`config.mk`:
```
export PLATFORM = sky130hd
export DESIGN_NAME = rx_lane_aligner_flat
export DESIGN_NICKNAME = d
export VERILOG_FILES = /design/src/rtl/rx_lane_aligner_if.sv /design/src/rtl/rx_lane_aligner.sv /design/src/flat_wrapper.sv
export SDC_FILE = /design/constraint.sdc
export NUM_CORES = 1
export LEC_CHECK = 0
export ABC_AREA = 1
export CAP_MARGIN = 20
export CORE_ASPECT_RATIO = 0.9
export CORE_MARGIN = 1.5
export CORE_UTILIZATION = 42
export CTS_BUF_LIST = sky130_fd_sc_hd__clkbuf_8 sky130_fd_sc_hd__clkbuf_16
export DETAILED_ROUTE_END_ITERATION = 7
export DONT_BUFFER_PORTS = 1
export PLACE_DENSITY = 0.59
export SYNTH_ARGS = -nofsm -noshare
export SYNTH_HDL_FRONTEND = slang
export SYNTH_SLANG_ARGS = --single-unit
```
`constraint.sdc`:
```
create_clock -name clk_32f -period 4.1 [get_ports clk_32f]
set_clock_uncertainty 0.05 [all_clocks]
set_input_delay 0 -clock clk_32f [delete_from_list [all_inputs] [get_ports clk_32f]]
set_output_delay 0 -clock clk_32f [all_outputs]
set_load 0.02 [all_outputs]
```
`src/rtl/rx_lane_aligner_if.sv`:
```
// Bundle of serial inputs and word-level outputs of the multi-lane RX aligner.
// The master side drives the serial lanes; the slave side is the aligner.
interface rx_lane_aligner_if #(
  parameter int LANES = 2
);
  logic [LANES-1:0]   serial_data;
  logic [LANES-1:0]   active;
  logic [8*LANES-1:0] data_out;
  logic [LANES-1:0]   valid_out;
  logic [8*LANES-1:0] data_final;
  logic               valid_final;
  logic               overflow_err;

  modport master (
    output serial_data,
    input  active, data_out, valid_out, data_final, valid_final, overflow_err
  );

  modport slave (
    input  serial_data,
    output active, data_out, valid_out, data_final, valid_final, overflow_err
  );
endinterface

```
`src/rtl/rx_lane_aligner.sv`:
```
// Multi-lane serial receiver: per-lane MSB-first deserialiser with comma
// alignment and lock, followed by bonding of all lanes into one word.
// Bonding tolerates up to 7 bits of inter-lane skew.
module rx_lane_aligner #(
  parameter int         LANES    = 2,
  parameter logic [7:0] COMMA    = 8'hBC,
  parameter int         LOCK_CNT = 4
) (
  input logic              clk_32f,
  input logic              reset,
  rx_lane_aligner_if.slave bus
);
  typedef enum logic [1:0] {SEARCH, ALIGN, ACTIVE} lane_state_t;

  localparam logic [3:0] LOCK_TARGET = 4'(LOCK_CNT);

  logic [LANES-1:0]   ready;       // lane has a byte for the next bonded word
  logic [LANES-1:0]   lane_ovf;    // lane delivered while its hold was still full
  logic [8*LANES-1:0] final_word;  // bonded word as it would be emitted now
  logic               emit;

  logic [8*LANES-1:0] data_final_reg;
  logic               valid_final_reg;
  logic               overflow_reg;

  // A bonded word goes out as soon as every lane has a byte, counting
  // lanes that deliver in this very cycle.
  assign emit = &ready;

  for (genvar gi = 0; gi < LANES; gi++) begin : g_lane
    lane_state_t state_reg, state_next;
    logic [7:0]  sh_reg;
    logic [2:0]  bitcnt_reg, bitcnt_next;
    logic [3:0]  ccnt_reg, ccnt_next;
    logic        deliver_next;
    logic [7:0]  data_out_reg;
    logic        valid_out_reg;
    logic [7:0]  hold_reg;
    logic        pending_reg;

    // Shift one serial bit into the lane, MSB first.
    always_ff @(posedge clk_32f or posedge reset) begin
      if (reset) sh_reg <= '0;
      else       sh_reg <= {sh_reg[6:0], bus.serial_data[gi]};
    end

    // Lane FSM state, bit counter and comma counter.
    always_ff @(posedge clk_32f or posedge reset) begin
      if (reset) begin
        state_reg  <= SEARCH;
        bitcnt_reg <= '0;
        ccnt_reg   <= '0;
      end else begin
        state_reg  <= state_next;
        bitcnt_reg <= bitcnt_next;
        ccnt_reg   <= ccnt_next;
      end
    end

    // Hunt for a comma, count aligned commas to lock, then deliver bytes.
    // A byte is judged in the cycle where bitcnt is 7, i.e. once sh holds
    // all eight bits of the byte that followed the previous boundary.
    always_comb begin
      state_next   = state_reg;
      bitcnt_next  = bitcnt_reg;
      ccnt_next    = ccnt_reg;
      deliver_next = 1'b0;
      case (state_reg)
        SEARCH: begin
          if (sh_reg == COMMA) begin
            bitcnt_next = 3'd0;
            ccnt_next   = 4'd1;
            state_next  = (LOCK_CNT == 1) ? ACTIVE : ALIGN;
          end
        end
        ALIGN: begin
          bitcnt_next = bitcnt_reg + 3'd1;
          if (bitcnt_reg == 3'd7) begin
            if (sh_reg == COMMA) begin
              ccnt_next = ccnt_reg + 4'd1;
              if (ccnt_next == LOCK_TARGET) state_next = ACTIVE;
            end else begin
              ccnt_next  = 4'd0;
              state_next = SEARCH;
            end
          end
        end
        ACTIVE: begin
          bitcnt_next = bitcnt_reg + 3'd1;
          // Commas on a locked lane are idle fill and are dropped.
          if (bitcnt_reg == 3'd7 && sh_reg != COMMA) deliver_next = 1'b1;
        end
        default: state_next = SEARCH;
      endcase
    end

    // Publish each delivered data byte with a one-cycle valid pulse.
    always_ff @(posedge clk_32f or posedge reset) begin
      if (reset) begin
        data_out_reg  <= '0;
        valid_out_reg <= 1'b0;
      end else begin
        valid_out_reg <= deliver_next;
        if (deliver_next) data_out_reg <= sh_reg;
      end
    end

    // Hold the lane's byte until the rest of the lanes catch up. A byte
    // arriving on the emit cycle of an already-held byte queues for the
    // next word; one arriving while held without an emit is dropped.
    always_ff @(posedge clk_32f or posedge reset) begin
      if (reset) begin
        hold_reg    <= '0;
        pending_reg <= 1'b0;
      end else if (emit) begin
        pending_reg <= pending_reg & deliver_next;
        if (pending_reg && deliver_next) hold_reg <= sh_reg;
      end else if (deliver_next && !pending_reg) begin
        hold_reg    <= sh_reg;
        pending_reg <= 1'b1;
      end
    end

    assign ready[gi]              = pending_reg | deliver_next;
    assign lane_ovf[gi]           = deliver_next & pending_reg & ~emit;
    assign final_word[8*gi +: 8]  = pending_reg ? hold_reg : sh_reg;
    assign bus.active[gi]         = (state_reg == ACTIVE);
    assign bus.valid_out[gi]      = valid_out_reg;
    assign bus.data_out[8*gi +: 8] = data_out_reg;
  end

  // Register the bonded word and keep the skew-overflow flag sticky.
  always_ff @(posedge clk_32f or posedge reset) begin
    if (reset) begin
      data_final_reg  <= '0;
      valid_final_reg <= 1'b0;
      overflow_reg    <= 1'b0;
    end else begin
      valid_final_reg <= emit;
      if (emit)      data_final_reg <= final_word;
      if (|lane_ovf) overflow_reg   <= 1'b1;
    end
  end

  assign bus.data_final   = data_final_reg;
  assign bus.valid_final  = valid_final_reg;
  assign bus.overflow_err = overflow_reg;
endmodule

```
`src/flat_wrapper.sv`:
```
// flat-port wrapper written by rule: the top's interface ports become plain ports
module rx_lane_aligner_flat 
#(
  parameter int         LANES    = 2,
  parameter logic [7:0] COMMA    = 8'hBC,
  parameter int         LOCK_CNT = 4
)
  (clk_32f, reset, bus_serial_data, bus_active, bus_data_out, bus_valid_out, bus_data_final, bus_valid_final, bus_overflow_err);
  rx_lane_aligner_if #(.LANES(LANES)) bus_i ();
  input logic clk_32f;
  input logic reset;
  input wire logic [$bits(bus_i.serial_data)-1:0] bus_serial_data;
  output wire logic [$bits(bus_i.active)-1:0] bus_active;
  output wire logic [$bits(bus_i.data_out)-1:0] bus_data_out;
  output wire logic [$bits(bus_i.valid_out)-1:0] bus_valid_out;
  output wire logic [$bits(bus_i.data_final)-1:0] bus_data_final;
  output wire logic [$bits(bus_i.valid_final)-1:0] bus_valid_final;
  output wire logic [$bits(bus_i.overflow_err)-1:0] bus_overflow_err;
  assign bus_i.serial_data = bus_serial_data;
  assign bus_active = bus_i.active;
  assign bus_data_out = bus_i.data_out;
  assign bus_valid_out = bus_i.valid_out;
  assign bus_data_final = bus_i.data_final;
  assign bus_valid_final = bus_i.valid_final;
  assign bus_overflow_err = bus_i.overflow_err;
  rx_lane_aligner #(.LANES(LANES), .COMMA(COMMA), .LOCK_CNT(LOCK_CNT)) u_core (.clk_32f(clk_32f), .reset(reset), .bus(bus_i));
endmodule
```
======== After elaboration in Yosys (flattened, before gate mapping) ========
Index checks and enable logic that the tools add are counted.
storage, ports and cells
  register bits after elaboration ......... 88
  latch bits .............................. 0
  bits in writable memories ............... 0
  memory bits (read-only) ................. 0
  input port bits ......................... 4
  output and inout port bits .............. 38
  word-level logic and storage cells ...... 118
  memories ................................ 0
cells by class
  add/sub/neg operators ................... 4
  multipliers ............................. 0
  divide/modulo/power cells ............... 0
  magnitude comparators ................... 0
  equal/unequal tests ..................... 20
  shift operators ......................... 0
  multiplexer cells ....................... 38
  bitwise gates (word level) .............. 9
  reduce and logical (&&, ||, !) cells .... 28
operators with widths
  kind                 count
  $mux 8               8
  $mux 4               6
  $eq 8x8->1 const B   2
  $mux 2               8
  $ne 8x8->1 const B   2
  $pmux 4 s2           2
  $pmux 2 s3           2
  $pmux 3 s2           2
  $reduce_bool 2->1    6
  $reduce_and 2->1     5
  $add 4x1->4 const B  2
  $eq 4x3->1 const B   2
  $mux 1               8
  $ne 2x1->1 const B   4
  $reduce_and 4->1     2
  $add 3x1->3 const B  2
  $eq 3x3->1 const B   2
  $logic_and 1x1->1    6
  $mux 3               2
  $ne 3x3->1 const B   2
  $reduce_and 3->1     2
  $reduce_or 2->1      3
  $and 1x1->1          4
  $eq 2x1->1 const B   2
  6 further kinds      13

======== Depth between registers and ports, before layout ========
Gate-level depths: netlist of the first run.
  depth in word-level cells ............... 9
  depth in mapped cells ................... 11
  mapped depth without buffers ............ 11

======== Worst setup path before layout of the first run ========
No wires, ideal clock.
  kind .................................... register -> register
  start ................................... register u_core.g_lane[1].state_reg[0]
  end ..................................... register u_core.g_lane[1].hold_reg[0]
  library setup time ...................... 0.117 ns
  arrival ................................. 1.555 ns
  data required time ...................... 3.933 ns
  setup slack ............................. 2.378 ns
  stages on the path, launching flop included .. 11
  path buffers ............................ 1
  period minus slack after synthesis ...... 1.722 ns
  path through ............................ dfrtp_1 > inv_1 > ha_1 > nand2_1 > inv_1 > nand2_4 > buf_6 > o21ai_4 > nand2_4 > nand2_1 > nand2_1
between the ends
  word-level cells in the longest chain between the ends .. 6
  elaborated cells on any way between the ends .. 10
  classes of those cells .................. eq/ne: 2; mux: 2; bitwise: 1; reduce/logical: 5
RTL lines
  element                                                           line                    RTL
  start, declared                                                   rx_lane_aligner.sv:31   lane_state_t state_reg, state_next;
  start signal, assigned                                            rx_lane_aligner.sv:54   state_reg <= state_next;
  $eq 2x2->1 *                                                      --
  named net bus_active[1]                                           flat_wrapper.sv:13      output wire logic [$bits(bus_i.active)-1:0] bus_active;
  $mux 1 *                                                          rx_lane_aligner.sv:68   case (state_reg)
  $or 1x1->1                                                        rx_lane_aligner.sv:124  assign ready[gi] = pending_reg | deliver_next;
  $reduce_and 2->1                                                  rx_lane_aligner.sv:28   assign emit = &ready;
  $ne 2x2->1 (no source line) or $reduce_bool 2->1 (tied branches)  --
  $reduce_and 2->1 (no source line)                                 --
  end signal, assigned                                              rx_lane_aligner.sv:117  if (pending_reg && deliver_next) hold_reg <= sh_reg;
  end signal, assigned                                              rx_lane_aligner.sv:119  hold_reg <= sh_reg;
  end, declared                                                     rx_lane_aligner.sv:38   logic [7:0] hold_reg;
The timed path passes the listed nets; every way through them passes the cells marked *.
A chain may end at the register's enable or synchronous reset.

======== Worst setup path in the final report of the first run ========
  start ................................... register u_core.g_lane[1].state_reg[0]
  end ..................................... register u_core.g_lane[0].hold_reg[6]
between the ends
  word-level cells in the longest chain between the ends .. 6
  elaborated cells on any way between the ends .. 8
  classes of those cells .................. eq/ne: 2; mux: 2; bitwise: 1; reduce/logical: 3
RTL lines
  element                                                           line
  $eq 2x2->1 *                                                      --
  named net bus_active[1]                                           flat_wrapper.sv:13
  $mux 1 *                                                          rx_lane_aligner.sv:68
  $or 1x1->1 *                                                      rx_lane_aligner.sv:124
  $reduce_and 2->1 *                                                rx_lane_aligner.sv:28
  $ne 2x2->1 (no source line) or $reduce_bool 2->1 (tied branches)  --
  $reduce_and 2->1 (no source line)                                 --
  end signal, assigned                                              rx_lane_aligner.sv:117
  end signal, assigned                                              rx_lane_aligner.sv:119
  end, declared                                                     rx_lane_aligner.sv:38
Marks and branches as above.

==> run metrics, run 1 <==
outcome=finished clean; I/O pin total=42; Pwr Total=1770 uW; Clock Pin Slew Worst Setup and Hold Paths=0.10 ns; commonest non-fill, non-tap cell in the layout=nand2_1; number of instances in the placed design=545; die width=105 um; max_cap viols=0; Routability Congestion=0.768; First-pass DRT Iterations=4; initial antenna violation count=0; setup TNS=0 ns; CTS Sinks=88; leading register cell type out of synthesis=dfrtp_1; first-pass GRT wire length=13100 um; Final Hold Fails=0; fin nets=456; fin crit period=2.00 ns; wire per inst=13.4 um; TritonCTS clock tree=built; Post-synth EDFFs=0; Final HPWL DP=5360 um; initial core utilization=0.432; Die ar.=9980 um^2; worst min path class=in2reg; Vias per Instance=4.87; Max rail drop VDD=0.218 mV; Finished Core Util=0.465; number of synthesized register bits=88; fillers=885; most frequent cells in the layout=nand2_1 (154), dfrtp_1 (88), o21ai_0 (43), nand3_1 (39), inv_1 (31); final setup violation count=0; pin count of the biggest net entering global routing=54; drt first-iter violations=153; # diodes=0; area of the multi-input gates=1520 um^2; clock buffer depth=2; DRC Markers=0; PD cells=416 nW/um^2; Worst-Margin Slew=0.895 ns; Total GRT Usage=0.169; post-route ant nets=0; Final Non-Filler Cells=564; Max Clock Freq=0.500 GHz; Post-Syn Area per Cell=9.11 um^2; Clock Tree Root=clkbuf_8; Netlist cell types=28; synthesis-to-layout area growth=7.55%; Crit Path Max Fanout=21; grt total ovfl=0; Worst-Skew Late Latency=0.36 ns; P_leak=0.00223 uW; CP Data Arrival Time=2.21 ns; CP Launch Type=flip-flop; number of port buffers=0; Synth Instances=433; period utilisation layout=0.488; Via Count=2745; Critical Path RT=4.31 ns; Syn Std Cell Area=3940 um^2; Seq/Total Area, Yosys=0.558; sequential standard cell area=2200 um^2; Synthesis Warnings=0; Crit. End Element=flip-flop; ys async rst share=1.00; core region area=9130 um^2; Routed WL=7540 um; share of cells above drive strength 1=0.0995; Slew Viols, Final=0; crit path kind=reg2reg; slew margin rel.=0.403; Die H=94.9 um; vias in the first global route=2699; CTS buffer count=9; H-tree level count=3; unrepaired setup endpoints after global routing=false; Syn Nets=452; row cnt=33; postcts setup bufs=0
## Yosys cell counts, types with 2 or more instances
| cell | n | area share |
|---|---|---|
| a21oi_1 | 3 | 0.0038 |
| buf_2 | 4 | 0.0051 |
| buf_4 | 3 | 0.0057 |
| buf_6 | 2 | 0.0057 |
| clkbuf_1 | 2 | 0.0019 |
| dfrtp_1 | 88 | 0.56 |
| ha_1 | 15 | 0.048 |
| inv_1 | 31 | 0.030 |
| inv_2 | 6 | 0.0057 |
| nand2_1 | 154 | 0.15 |
| nand2_4 | 6 | 0.017 |
| nand2_8 | 3 | 0.015 |
| nand3_1 | 39 | 0.049 |
| nor2_1 | 14 | 0.013 |
| nor2_2 | 5 | 0.0079 |
| o21ai_0 | 43 | 0.055 |
| xor2_1 | 4 | 0.0089 |
## worst max-delay path: stages, from the launching register on
cell	delay, ns
dfrtp_1	0.41
inv_1	0.09
ha_1	0.32
nand2_1	0.09
inv_1	0.09
nand2_4	0.15
nand2_4	0.16
nand3_1	0.27
nand3_1	0.20
nand2_1	0.07
## kinds of logic after synthesis
family,Yosys count,share of synthesized area
AND/OR/NAND/NOR,228,0.264
adder cells (fa/ha/maj),15,0.0476
flip-flops,88,0.558
buffers and inverters,49,0.0552
XOR/XNOR,4,0.00888
AO/OA/AOI/OAI,49,0.0657
## layout make-up
class	instances	share of cell area
flip-flops and latches	88	0.519
multi-input cells	296	0.359
well taps	122	0.0360
inverters	38	0.0345
clock buffers	9	0.0292
clock inverters	7	0.0130
repair buffers	4	0.00885
## layer usage
layer	routed length, um	share of wire	global-route usage	up-vias
li1	-	-	-	1378
met1	3650	0.48	0.216	1325
met2	3540	0.47	0.272	37
met3	278	0.037	0.0545	5
met4	73	0.0097	0.0548	0
met5	0	0	0	-
## what timing repair did
action	CTS	global route
hold buffers	3	0
hold endpoints to repair	54	0
gates resized for setup	0	0
## path summary, 6_finish.rpt
kind	from	end	slack (ns)	depth (start not counted)
setup / recovery	u_core.g_lane[1].state_reg[0]	u_core.g_lane[0].hold_reg[6]	2.10	9
hold / removal	bus_serial_data[1]	u_core.g_lane[1].sh_reg[0]	0.13	1
setup reg to reg	u_core.g_lane[1].state_reg[0]	u_core.g_lane[0].hold_reg[6]	2.10	9
hold reg to reg	u_core.g_lane[1].sh_reg[6]	u_core.g_lane[1].sh_reg[7]	0.37	0
max in group asynchronous	reset	u_core.g_lane[1].data_out_reg[7]	2.83	3
min in group asynchronous	reset	u_core.g_lane[0].bitcnt_reg[0]	0.21	2
## per-stage QoR
stage               hold WS [ns]  setup slack, ns  instance area [um^2]
finish                     0.133             2.10                  4240
global route               0.111             1.92                  4240
CTS                        0.113             2.09                  4240
detailed placement       -0.0185             2.10                  4030
global placement         -0.0185             2.15                  4030
floorplan                -0.0186             1.77                  3940
## report_power, final
part | total, uW | internal, uW | switching, uW
registers | 959 | 917 | 42.2
clock network | 545 | 225 | 320
logic | 262 | 87.5 | 174
Note: power is estimated with default switching activity, not from simulation.
==> inputs of run 2 (changes only) <==
- ABC_AREA: 1 -> 0
- PLACE_DENSITY: 0.59 -> 0.62
- clock period: 4.1 -> 1.8 ns (I/O delays scaled with it)
==> run 2 against run 1 <==
Against the previous run:
- the flow now finishes with violations (negative setup slack)
- utilization increased by 9.6 points
- sequential power grew 110%
- cell count fell by 11%
- worst hold slack worse by 0.11 ns
- flip-flop and latch count is the same
- critical endpoint is now u_core.g_lane[1].hold_reg[5]
==> run metrics, run 2 <==
I/O pin total=42 (unchanged); unrepaired setup endpoints after global routing=true; outcome=complete, but fails checks; Clock Pin Slew Worst Setup and Hold Paths=0.09 ns (about the same); post-route ant nets=0 (unchanged); vias in the first global route=2543 (-5.8%); die width=104 um (-0.93%); TritonCTS clock tree=built; failing checks=negative setup slack; Synth area leaders=dfrtp_1 (57%), mux2_2 (9.3%), ha_1 (4.9%); number of port buffers=0 (unchanged); cell taking the most area after synthesis=dfrtp_1; Post-Syn Area per Cell=12.3 um^2 (+35%); PD cells=777 nW/um^2 (+87%); Slew Viols, Final=0 (unchanged); CTS Sinks=88 (unchanged); hold slack=0.0200 ns (-0.113 ns); first-pass GRT wire length=12900 um (-0.95%); number of synthesized register bits=88 (unchanged); fin nets=396 (-13%); grt total ovfl=0 (unchanged); commonest cells in the netlist=dfrtp_1 (88), mux2_2 (32), o21ai_0 (32), nand2_1 (28), mux2i_1 (18); Via Count=2602 (-5.2%); most frequent cells in the layout=dfrtp_1 (86), buf_4 (46), nand2_1 (20), mux2i_1 (18); Routed WL=7990 um (+5.9%); fin crit period=1.93 ns (-0.0722 ns); Worst-Skew Late Latency=0.36 ns (about the same); Max rail drop VDD=0.347 mV (+60%); Post-synth EDFFs=0 (unchanged); clock buffer depth=2 (unchanged); final setup margin=-0.130 ns (-2.23 ns); Die ar.=9800 um^2 (-1.9%); dpl cell area=4480 um^2 (+11%); CP Launch Type=flip-flop; Final HPWL DP=5210 um (-2.8%); Crit Path Max Fanout=8 (-62%); Clock Tree Root=clkbuf_8; P_leak=0.00240 uW (+7.8%); Crit. End Element=flip-flop; Seq/Total Area, Yosys=0.569 (+0.0108); drt first-iter violations=148 (-3.3%); Final Hold Fails=0 (unchanged); Worst-Margin Slew=0.302 ns (-0.593 ns); Syn Nets=334 (-26%); Syn Std Cell Area=3870 um^2 (-1.9%); Final Non-Filler Cells=504 (-11%); share of cells above drive strength 1=0.401 (+0.301); fillers=716 (-19%); initial antenna violation count=0 (unchanged); crit path kind=reg2reg; CP Data Arrival Time=2.13 ns (-0.08 ns); Routability Congestion=0.795 (+3.5%); CTS buffer count=9 (unchanged); Total GRT Usage=0.170 (+0.00187); leading register cell type out of synthesis=dfrtp_1; DRC Markers=0 (unchanged); top-count cell post-synth=dfrtp_1; worst min path class=in2async; Critical Path RT=2.00 ns (-2.31 ns); pin count of the biggest net entering global routing=43 (-20%); number of instances in the placed design=474 (-13%); Netlist cell types=46 (+64%); final setup violation count=32 (+32); Synthesis Warnings=0 (unchanged); cell area after layout=5070 um^2 (+19%); ys async rst share=1.00 (unchanged); Synth Instances=315 (-27%); commonest non-fill, non-tap cell in the layout=dfrtp_1; Vias per Instance=5.16 (+6.1%); synthesis-to-layout area growth=31.0%; max_cap viols=0 (unchanged); H-tree level count=3 (unchanged); slack of the worst reg-to-reg path=-0.13 ns (-2.23 ns); Synth top area share=0.569 (+0.0108); # diodes=0 (unchanged); Max Clock Freq=0.518 GHz (+3.7%); slew margin rel.=0.799 (+0.396); wire per inst=15.8 um (+18%); First-pass DRT Iterations=4 (unchanged); period utilisation layout=1.07 (+0.584); initial core utilization=0.428 (-0.00436); core region area=9040 um^2 (-0.90%); row cnt=33 (unchanged); Die H=94.1 um (-0.93%)
-- run 2: report_power, final --
| group | internal, uW | total, uW | switching [uW] |
|---|---|---|---|
| Clock | 797 | 1540 | 741 |
| Sequential | 2010 | 2030 | 23.2 |
| Combinational | 168 | 365 | 197 |
| Total | 2980 | 3940 | 961 |
-- run 2: area by class of cell --
type	count	area, um^2	area share
Timing Repair Buffer	65	662	0.131
Clock inverter	7	100	0.0197
Inverter	15	60.1	0.0118
Tap cell	122	153	0.0301
Multi-Input combinational cell	198	1770	0.348
Sequential cell	88	2200	0.435
Clock buffer	9	124	0.0244
-- run 2: worst max-delay path, cell delays in order (launching register included) --
cell      delay, ns
dfrtp_1        0.38
nand4b_4       0.17
o311a_4        0.41
o21a_1         0.21
o21ai_4        0.15
buf_12         0.15
mux2_4         0.30
-- run 2: stage by stage --
step                setup TNS, ns  power, uW  setup slack (ns)   util
floorplan                   -2.83       2240            -0.176      -
finish                      -2.54       3940            -0.130  0.561
CTS                         -3.74       3940            -0.147  0.544
global route                -4.50       4110            -0.188  0.561
global placement            -1.79       2390            -0.109  0.496
detailed placement          -2.40       2400            -0.149  0.496
-- run 2: worst paths after layout --
kind                                                 start                             end  cells after the start
worst max-delay path            u_core.g_lane[0].sh_reg[6]    u_core.g_lane[1].hold_reg[5]                      6
worst min-delay path                                 reset    u_core.g_lane[0].hold_reg[1]                      2
worst max register to register  u_core.g_lane[0].sh_reg[6]    u_core.g_lane[1].hold_reg[5]                      6
worst min register to register  u_core.g_lane[0].sh_reg[6]      u_core.g_lane[0].sh_reg[7]                      1
max in group asynchronous                            reset  u_core.g_lane[0].bitcnt_reg[0]                      3
min in group clk_32f                    bus_serial_data[1]      u_core.g_lane[1].sh_reg[0]                      1
-- run 2: per-layer routing --
metal	routed length [um]	up-vias	GRT usage
li1	-	1241	-
met1	3610	1286	0.225
met2	3840	60	0.269
met3	366	15	0.0409
met4	171	0	0.0741
met5	0	-	0
-- run 2: logic make-up (layout without fill, tap and decap cells) --
group                      count (synthesis)  after routing  synth area share
buffers and inverters                     29             96            0.0327
AOI/OAI and AO/OA                         67             67             0.113
and+or+nand+nor                           63             63            0.0896
muxes                                     50             50             0.140
adders and majority gates                 17             17            0.0537
xor gates and xnor gates                   1              1           0.00226
DFF                                       88             88             0.569
-- run 2: repair_timing --
item,in CTS,in global routing
endpoints found under the setup margin,27,45
cloned,3,1
setup buffers,3,7
pin swaps,2,14
hold buffers,3,0
hold endpoints to repair,90,0
resized for setup,17,56
